==> src/rtl/xsr.sv <==
// Serial receiver: synchronises rxd_i, finds the start edge, samples each bit at
// its centre and hands the assembled frame to the consumer over a valid/ack handshake.
module xsr #(
    parameter int SYNC_STAGES = 2
) (
    input  logic        clk_i,
    input  logic        reset_i,
    input  logic        rxd_i,
    input  logic [15:0] rxbaud_i,
    input  logic [5:0]  bits_i,
    input  logic        rxack_i,
    output logic [63:0] dat_o,
    output logic        rxvalid_o,
    output logic        framing_err_o,
    output logic        overrun_o,
    output logic        idle_o,
    output logic [5:0]  bits_o
);

    typedef enum logic [1:0] {
        S_IDLE,
        S_START,
        S_DATA,
        S_DONE
    } state_t;

    state_t                   state_q, state_d;
    logic [SYNC_STAGES-1:0]   sync_q;
    logic                     rp_q;
    logic                     rs;
    logic                     start_edge;
    logic [15:0]              brg_q, brg_d;
    logic [15:0]              baud_q, baud_d;
    logic [5:0]               n_q, n_d;
    logic [5:0]               cnt_q, cnt_d;
    logic [63:0]              frame_q, frame_d;
    logic [63:0]              dat_q, dat_d;
    logic                     valid_q, valid_d;
    logic                     ferr_q, ferr_d;
    logic                     ovr_q, ovr_d;
    logic                     ack_taken;

    assign rs         = sync_q[SYNC_STAGES-1];
    assign start_edge = rp_q & ~rs;
    assign ack_taken  = rxack_i & valid_q;

    always_comb begin
        // NOTE: every signal assigned here gets a default first, so no path can infer a latch.
        state_d = state_q;
        brg_d   = brg_q;
        baud_d  = baud_q;
        n_d     = n_q;
        cnt_d   = cnt_q;
        frame_d = frame_q;
        dat_d   = dat_q;
        valid_d = valid_q;
        ferr_d  = ferr_q;
        ovr_d   = ovr_q;

        if (ack_taken) begin
            valid_d = 1'b0;
            ferr_d  = 1'b0;
            ovr_d   = 1'b0;
        end

        unique case (state_q)
            S_IDLE: begin
                if (start_edge && bits_i != 6'd0) begin
                    baud_d  = rxbaud_i;
                    n_d     = bits_i;
                    brg_d   = rxbaud_i >> 1;
                    cnt_d   = 6'd0;
                    frame_d = '0;
                    state_d = S_START;
                end
            end
            S_START: begin
                if (brg_q != 16'd0) begin
                    brg_d = brg_q - 16'd1;
                end else if (rs) begin
                    // Line back high at mid start bit: a glitch, not a frame.
                    state_d = S_IDLE;
                end else begin
                    frame_d[0] = 1'b0;
                    cnt_d      = 6'd1;
                    brg_d      = baud_q;
                    state_d    = (n_q == 6'd1) ? S_DONE : S_DATA;
                end
            end
            S_DATA: begin
                if (brg_q != 16'd0) begin
                    brg_d = brg_q - 16'd1;
                end else begin
                    frame_d[cnt_q] = rs;
                    cnt_d          = cnt_q + 6'd1;
                    brg_d          = baud_q;
                    if (cnt_q == n_q - 6'd1) begin
                        state_d = S_DONE;
                    end
                end
            end
            S_DONE: begin
                // A new frame overrides a same-cycle ack; an ack in this cycle also means no overrun.
                dat_d   = frame_q;
                valid_d = 1'b1;
                ferr_d  = ~frame_q[n_q - 6'd1];
                ovr_d   = ack_taken ? 1'b0 : (ovr_q | valid_q);
                state_d = S_IDLE;
            end
            default: state_d = S_IDLE;
        endcase
    end

    always_ff @(posedge clk_i) begin
        // NOTE: sequential state uses non-blocking assignments so every flop samples pre-edge values.
        if (reset_i) begin
            sync_q  <= '1;
            rp_q    <= 1'b1;
            state_q <= S_IDLE;
            brg_q   <= '0;
            baud_q  <= '0;
            n_q     <= '0;
            cnt_q   <= '0;
            // NOTE: the frame buffer is a plain register, not a RAM, so it is cleared with everything else.
            frame_q <= '0;
            dat_q   <= '0;
            valid_q <= 1'b0;
            ferr_q  <= 1'b0;
            ovr_q   <= 1'b0;
        end else begin
            sync_q  <= {sync_q[SYNC_STAGES-2:0], rxd_i};
            rp_q    <= rs;
            state_q <= state_d;
            brg_q   <= brg_d;
            baud_q  <= baud_d;
            n_q     <= n_d;
            cnt_q   <= cnt_d;
            frame_q <= frame_d;
            dat_q   <= dat_d;
            valid_q <= valid_d;
            ferr_q  <= ferr_d;
            ovr_q   <= ovr_d;
        end
    end

    assign dat_o         = dat_q;
    assign rxvalid_o     = valid_q;
    assign framing_err_o = ferr_q;
    assign overrun_o     = ovr_q;
    assign idle_o        = (state_q == S_IDLE);
    assign bits_o        = cnt_q;

endmodule

==> config.mk <==
export PLATFORM = sky130hd
export DESIGN_NAME = xsr
export DESIGN_NICKNAME = d
export VERILOG_FILES = /design/src/rtl/xsr.sv
export SDC_FILE = /design/constraint.sdc
export NUM_CORES = 1
export LEC_CHECK = 0
export CAP_MARGIN = 25
export CORE_MARGIN = 10
export CORE_UTILIZATION = 50
export DETAILED_ROUTE_END_ITERATION = 10
export PLACE_DENSITY = 0.73
export SLEW_MARGIN = 20
export SYNTH_ARGS = -nofsm -noshare
export SYNTH_HDL_FRONTEND = slang
export SYNTH_SLANG_ARGS = --single-unit
==> constraint.sdc <==
create_clock -name clk_i -period 2.7 [get_ports clk_i]
set_input_delay 0.675 -clock clk_i [delete_from_list [all_inputs] [get_ports clk_i]]
set_output_delay 0.675 -clock clk_i [all_outputs]
set_load 0.01 [all_outputs]
* Yosys cells after proc, flatten, opt, wreduce, memory -nomap -nowiden *
Index checks and enable logic that the tools add are counted.

storage, ports and cells
  bits in registers = 180
  output and inout port bits = 74
  word-level logic and storage cells = 81

cells by class
  add/subtract/negate cells = 3
  order comparisons = 3
  equal/unequal tests = 11
  mux-type cells = 33
  bitwise logic cells = 5
  reduce and logical (&&, ||, !) cells = 13

operators by type and width
  cell                                                                          number
  64-bit two-way mux                                                            2
  63-bit one-hot mux with 2 select lines                                        1
  64-bit bitwise mux                                                            1
  16-bit two-way mux                                                            4
  16-bit one-hot mux with 3 select lines                                        1
  6-bit two-way mux                                                             4
  6-bit one-hot mux with 3 select lines                                         1
  16-bit nonzero test                                                           1
  16-bit by 1-bit subtractor with 16-bit output, second input constant          1
  6-bit by 7-bit less-than comparator with 1-bit output, second input constant  2
  1-bit two-way mux                                                             10
  2-bit two-way mux                                                             5
  2-bit inequality test, second input constant                                  4
  2-bit one-hot mux with 4 select lines                                         1
  6-bit by 1-bit adder with 6-bit output, second input constant                 1
  1-bit binary-select mux with 6-bit select                                     1
  1-bit demux with 6-bit select                                                 1
  6-bit by 1-bit equality test with 1-bit output, second input constant         1
  6-bit equality test                                                           1
  6-bit by 1-bit >= comparator with 1-bit output, second input constant         1
  3-bit AND reduction                                                           2
  6-bit nonzero test                                                            1
  6-bit by 1-bit subtractor with 6-bit output, second input constant            1
  5-bit AND reduction                                                           1
  14 further kinds                                                              19

* Logic depth before layout (Yosys ltp) *
  depth after elaboration = 7
  gate-level depth with buffers = 10
  depth with buffers taken out = 8

* Least setup slack after synthesis *
OpenSTA, ideal clock, no wires.

  path kind = register to register
  start point = register n_q[0]
  end point = register ferr_q (netlist: framing_err_o)
  setup time = 0.074 ns
  arrival = 2.752 ns
  data required time = 2.626 ns
  setup slack = -0.126 ns
  stages on the path, launching flop included = 10
  period minus slack after synthesis = 2.826 ns
  path through = dfxtp_1 buf_2 inv_1 ha_1 clkbuf_1 clkbuf_1 mux4_2 mux4_2 or2_2 a31oi_1

between the ends
  cells in the longest elaborated chain, start to end = 5

ends and longest elaborated chain
  what                                         line  RTL
  start, declared                              34    logic [5:0] n_q, n_d;
  start signal, assigned                       136   n_q <= n_d;
  6-bit by 1-bit subtractor with 6-bit output  106   ferr_d = ~frame_q[n_q - 6'd1];
  1-bit binary-select mux with 6-bit select    106
  1-bit two-way mux (not written as such)      106
  1-bit inverter                               106
  1-bit two-way mux                            66    unique case (state_q)
  end signal, assigned                         141   ferr_q <= ferr_d;
  end, declared                                39    logic ferr_q, ferr_d;

No other way between the ends. The select of a mux whose other input is x is not followed.
A chain may end at the register's enable or synchronous reset.

* Worst setup path after layout *
  start point = input port bits_i[2]
  end point = register cnt_q[3] (netlist: bits_o[3])

between the ends
  cells in the longest elaborated chain, start to end = 4

ends and longest elaborated chain
  what                                                        line  RTL
  start, declared                                             10    input logic [5:0] bits_i,
  6-bit nonzero test                                          68    if (start_edge && bits_i != 6'd0) begin
  1-bit logical AND                                           68
  2-bit by 1-bit inequality test with 1-bit output (no line)  --
  5-bit AND reduction (no line)                               --
  end signal, assigned                                        137   cnt_q <= cnt_d;
  end, declared                                               35    logic [5:0] cnt_q, cnt_d;

No other way between the ends.

==> key figures <==
Outcome
  • Status: completed

Place
  • Hpwl dp: 15,800 um
  • Worst slack, placed: -0.258 ns
  • Placed cell areas: 9690 sq um
  • IO Port Bufs: 99
  • GPL Wtd Cong: 0.907
  • DP Cell Count: 1,217

Worst setup path
  • Max FO, Critical Path: 9
  • Endpoint class of the critical path: flop
  • Setup crit start kind: input port
  • Critical Path RT: 3.06 ns
  • CP arrival: 2.91 ns
  • WS Path Type: input port to flop

Die
  • Die width: 148 um
  • Initial core utilization: 51.0%
  • IO Pins: 100
  • Row count: 46
  • Die Y-Extent: 148 um
  • Die ar.: 21,800 sq um
  • Core Region: 15,900 sq um

Pwr
  • VDD IR max: 0.000477 V
  • Internal power: 4.96 mW
  • Power share of the combinational group: 23.4%
  • Switching pwr: 2.18 mW
  • Switching Share: 30.5%
  • Sequential Power Share: 40.3%
  • Power Dens Cells: 693 nW/um^2
  • Total power: 7.14 mW
  • Clk pwr share: 36.3%
  • Lkg Pwr: 3.56 nW

Timing
  • Final period util: 94.7%
  • Tmin final: 2.56 ns
  • Final Max Slew Viols: 0
  • Setup-failing EPs final: 0
  • Fin Setup TNS: 0 ns
  • Relative slew slack: 55.4%
  • Final setup skew: 0.00917 ns
  • Slew @ Worst Pin: 0.664 ns
  • RSZ-0062 raised after global routing: no
  • Fin. Hold Viols: 0
  • Min setup slack post-route: 0.143 ns
  • F_max: 391 MHz

Synthesis
  • Syn Nets: 945
  • Post-synthesis sequential area ratio: 44.3%
  • Async S/R FF share, synth: 0%
  • Leading area contributor after synthesis: dfxtp_1
  • YS warnings: 0
  • Post-Syn Instances: 911
  • Top cells by area, synth: dfxtp_1 44%, mux2i_1 8.4%, a21oi_1 5.0%
  • Avg Inst Size Synth: 8.93 sq um
  • Cell variety after synth: 58
  • Post-synth top area share: 44.3%
  • Post-synth top flop: dfxtp_1
  • Synth Register Bits: 180
  • Mapped cell area: 8140 sq um
  • Number of flops mapped to enable cells by yosys: 0

Clocking
  • Clock sink count: 180
  • CTS tree: yes
  • Clock latency on the worst-skew pair: 0.44 ns
  • Num CTS Buffers: 17
  • Clk root buf: clkbuf_16
  • H-tree Lvls: 4
  • Longest Clk Path Bufs: 2
  • Clk pin slew, worst setup/hold paths: 0.06 ns

Global route
  • GRT overflow: 0
  • GRT Total Usage: 21.1%
  • Largest net degree at the start of global routing: 54
  • Initial antenna violation count: 0
  • Vias in the first global route: 6,889
  • First-pass GRT wire length: 37,400 um

Routing
  • DR DRC count: 0
  • Final antenna-violating net count: 0
  • Drt pass-1 iters: 6
  • Vias/cell: 5.75
  • WL/cell: 18.5 um
  • Final wirelength: 23,100 um
  • Vias after detailed routing: 7,173
  • Iter 0 DRT Violations: 605

Cells and area
  • N_diodes: 0
  • Final net count: 1,054
  • Share of cells above drive strength 1: 12.5%
  • Finished Layout Cells: 1,248
  • Multi-input combinational cell area: 4250 sq um
  • Register area: 3600 sq um
  • Area growth syn-to-layout: 26.6%
  • Filler instances: 1,340
  • Final std cell area, no fill: 10,300 sq um

Hold path
  • Hold WC Path Type: flop to flop

Flow run
  • Max-cap violation count: 0
==> what timing repair did <==
item | CTS | global route
setup buffers | 0 | 0
hold buffers | 0 | 0
endpoints found under the hold margin | 0 | 0
gates resized for setup | 0 | 1
endpoints found under the setup margin | 0 | 1
==> critical path: stages <==
cell	delay, ns
clkdlybuf4s50_1	0.48
or4_1	0.14
o311ai_2	0.08
buf_4	0.17
and2_1	0.19
or3_1	0.50
or4_1	0.50
a21oi_1	0.17
==> stage by stage <==
step | hold slack [ns] | util, %
after floorplan | 0.389 | -
after global placement | 0.406 | 60.8
after detailed placement | 0.409 | 60.8
after CTS | 0.431 | 64.6
after global routing | 0.438 | 64.6
final | 0.427 | 64.6
==> logic make-up (layout without fill, tap and decap cells) <==
logic type	Yosys count	in the layout	share of synthesized area [%]
AO/OA/AOI/OAI	265	265	18.7
flip-flops	180	180	44.3
buffers and inverters	82	203	3.81
AND/OR/NAND/NOR	265	265	15.5
multiplexers	89	89	13.8
XOR/XNOR	22	22	2.71
adder cells (fa/ha/maj)	8	8	1.23
==> placed cells by master, fill, tap and decap left out, types with 4 or more instances in the layout <==
| cell type | n |
|---|---|
| a21oi_1 | 82 |
| nor3_1 | 16 |
| clkinvlp_4 | 4 |
| mux2i_1 | 68 |
| or2_2 | 5 |
| nor2_1 | 99 |
| xor2_1 | 9 |
| or3_1 | 7 |
| a211oi_1 | 9 |
| mux4_2 | 18 |
| nor2b_1 | 6 |
| clkdlybuf4s50_1 | 98 |
| dfxtp_1 | 180 |
| xnor2_1 | 11 |
| nand4_1 | 4 |
| buf_12 | 7 |
| o211ai_1 | 35 |
| nand3b_1 | 4 |
| o21ai_0 | 73 |
| o21ai_1 | 39 |
| inv_6 | 4 |
| clkbuf_16 | 17 |
| buf_4 | 53 |
| a311oi_1 | 5 |
| nand2_1 | 82 |
| a31oi_1 | 6 |
| ha_1 | 6 |
| inv_1 | 14 |
| nand3_1 | 12 |
==> worst paths after layout <==
path,startpoint,endpoint,slack (ns),cells past startpoint
worst min register to register,sync_q[0]$_SDFF_PP1_,sync_q[1]$_SDFF_PP1_,0.43,1
worst max register to register,brg_q[0]$_SDFFE_PP0P_,bits_o[3]$_SDFFE_PP0P_,0.24,8
worst max-delay path,bits_i[2],bits_o[3]$_SDFFE_PP0P_,0.14,8
worst min-delay path,sync_q[0]$_SDFF_PP1_,sync_q[1]$_SDFF_PP1_,0.43,1
==> flip-flops by register name (all words and copies together) (netlist names), named ones only <==
name and count:
frame_q 64, overrun_o 1, rp_q 1, baud_q 16, state_q 1, bits_o 6
rxvalid_o 1, sync_q 2, dat_o 64, brg_q 16, framing_err_o 1, n_q 6
==> metal layers <==
metal,track usage (%),vias up,part of all wire (%)
li1,-,3493,-
met1,27.3,3407,44
met2,33.7,243,47
met3,5.46,30,6.9
met4,6.54,0,1.6
met5,0,-,0
==> synthesized netlist by cell type (3+ instances only) <==
library cell / count
o211ai_1: 35
dfxtp_1: 180
clkbuf_1: 57
o21ai_1: 39
nor3_1: 17
and2_1: 3
or3_1: 7
nor2_1: 100
inv_1: 14
nand3_1: 12
nor2b_1: 6
nand4_1: 4
nand3b_1: 4
mux2i_1: 68
a31oi_1: 6
a211oi_1: 9
mux4_2: 18
nand2_1: 82
ha_1: 8
or2_2: 5
a311oi_1: 5
xor2_1: 9
or4_1: 3
a21oi_1: 82
o21ai_0: 73
mux2_2: 3
buf_1: 9
xnor2_1: 11
nand2b_1: 3
==> area by class of cell <==
class | instances | share of cell area, %
clock inverter | 13 | 1.66
timing repair buffer | 158 | 14.7
multi-input combinational | 649 | 41.2
clock buffer | 18 | 4.26
tap | 216 | 2.62
inverter | 14 | 0.510
sequential | 180 | 35.0
==> power groups by stage <==
| stage | sequential, mW | combinational [mW] | clock, mW |
|---|---|---|---|
| 6_report | 2.88 | 1.67 | 2.59 |
| 5_1_grt | 2.89 | 1.85 | 2.72 |
| 4_1_cts | 2.88 | 1.66 | 2.61 |
| 3_5_place_dp | 2.94 | 1.64 | 0 |
| 3_3_place_gp | 2.93 | 1.62 | 0 |
| 2_1_floorplan | 2.90 | 1.14 | 0 |
Note: power is estimated with default switching activity, not from simulation.
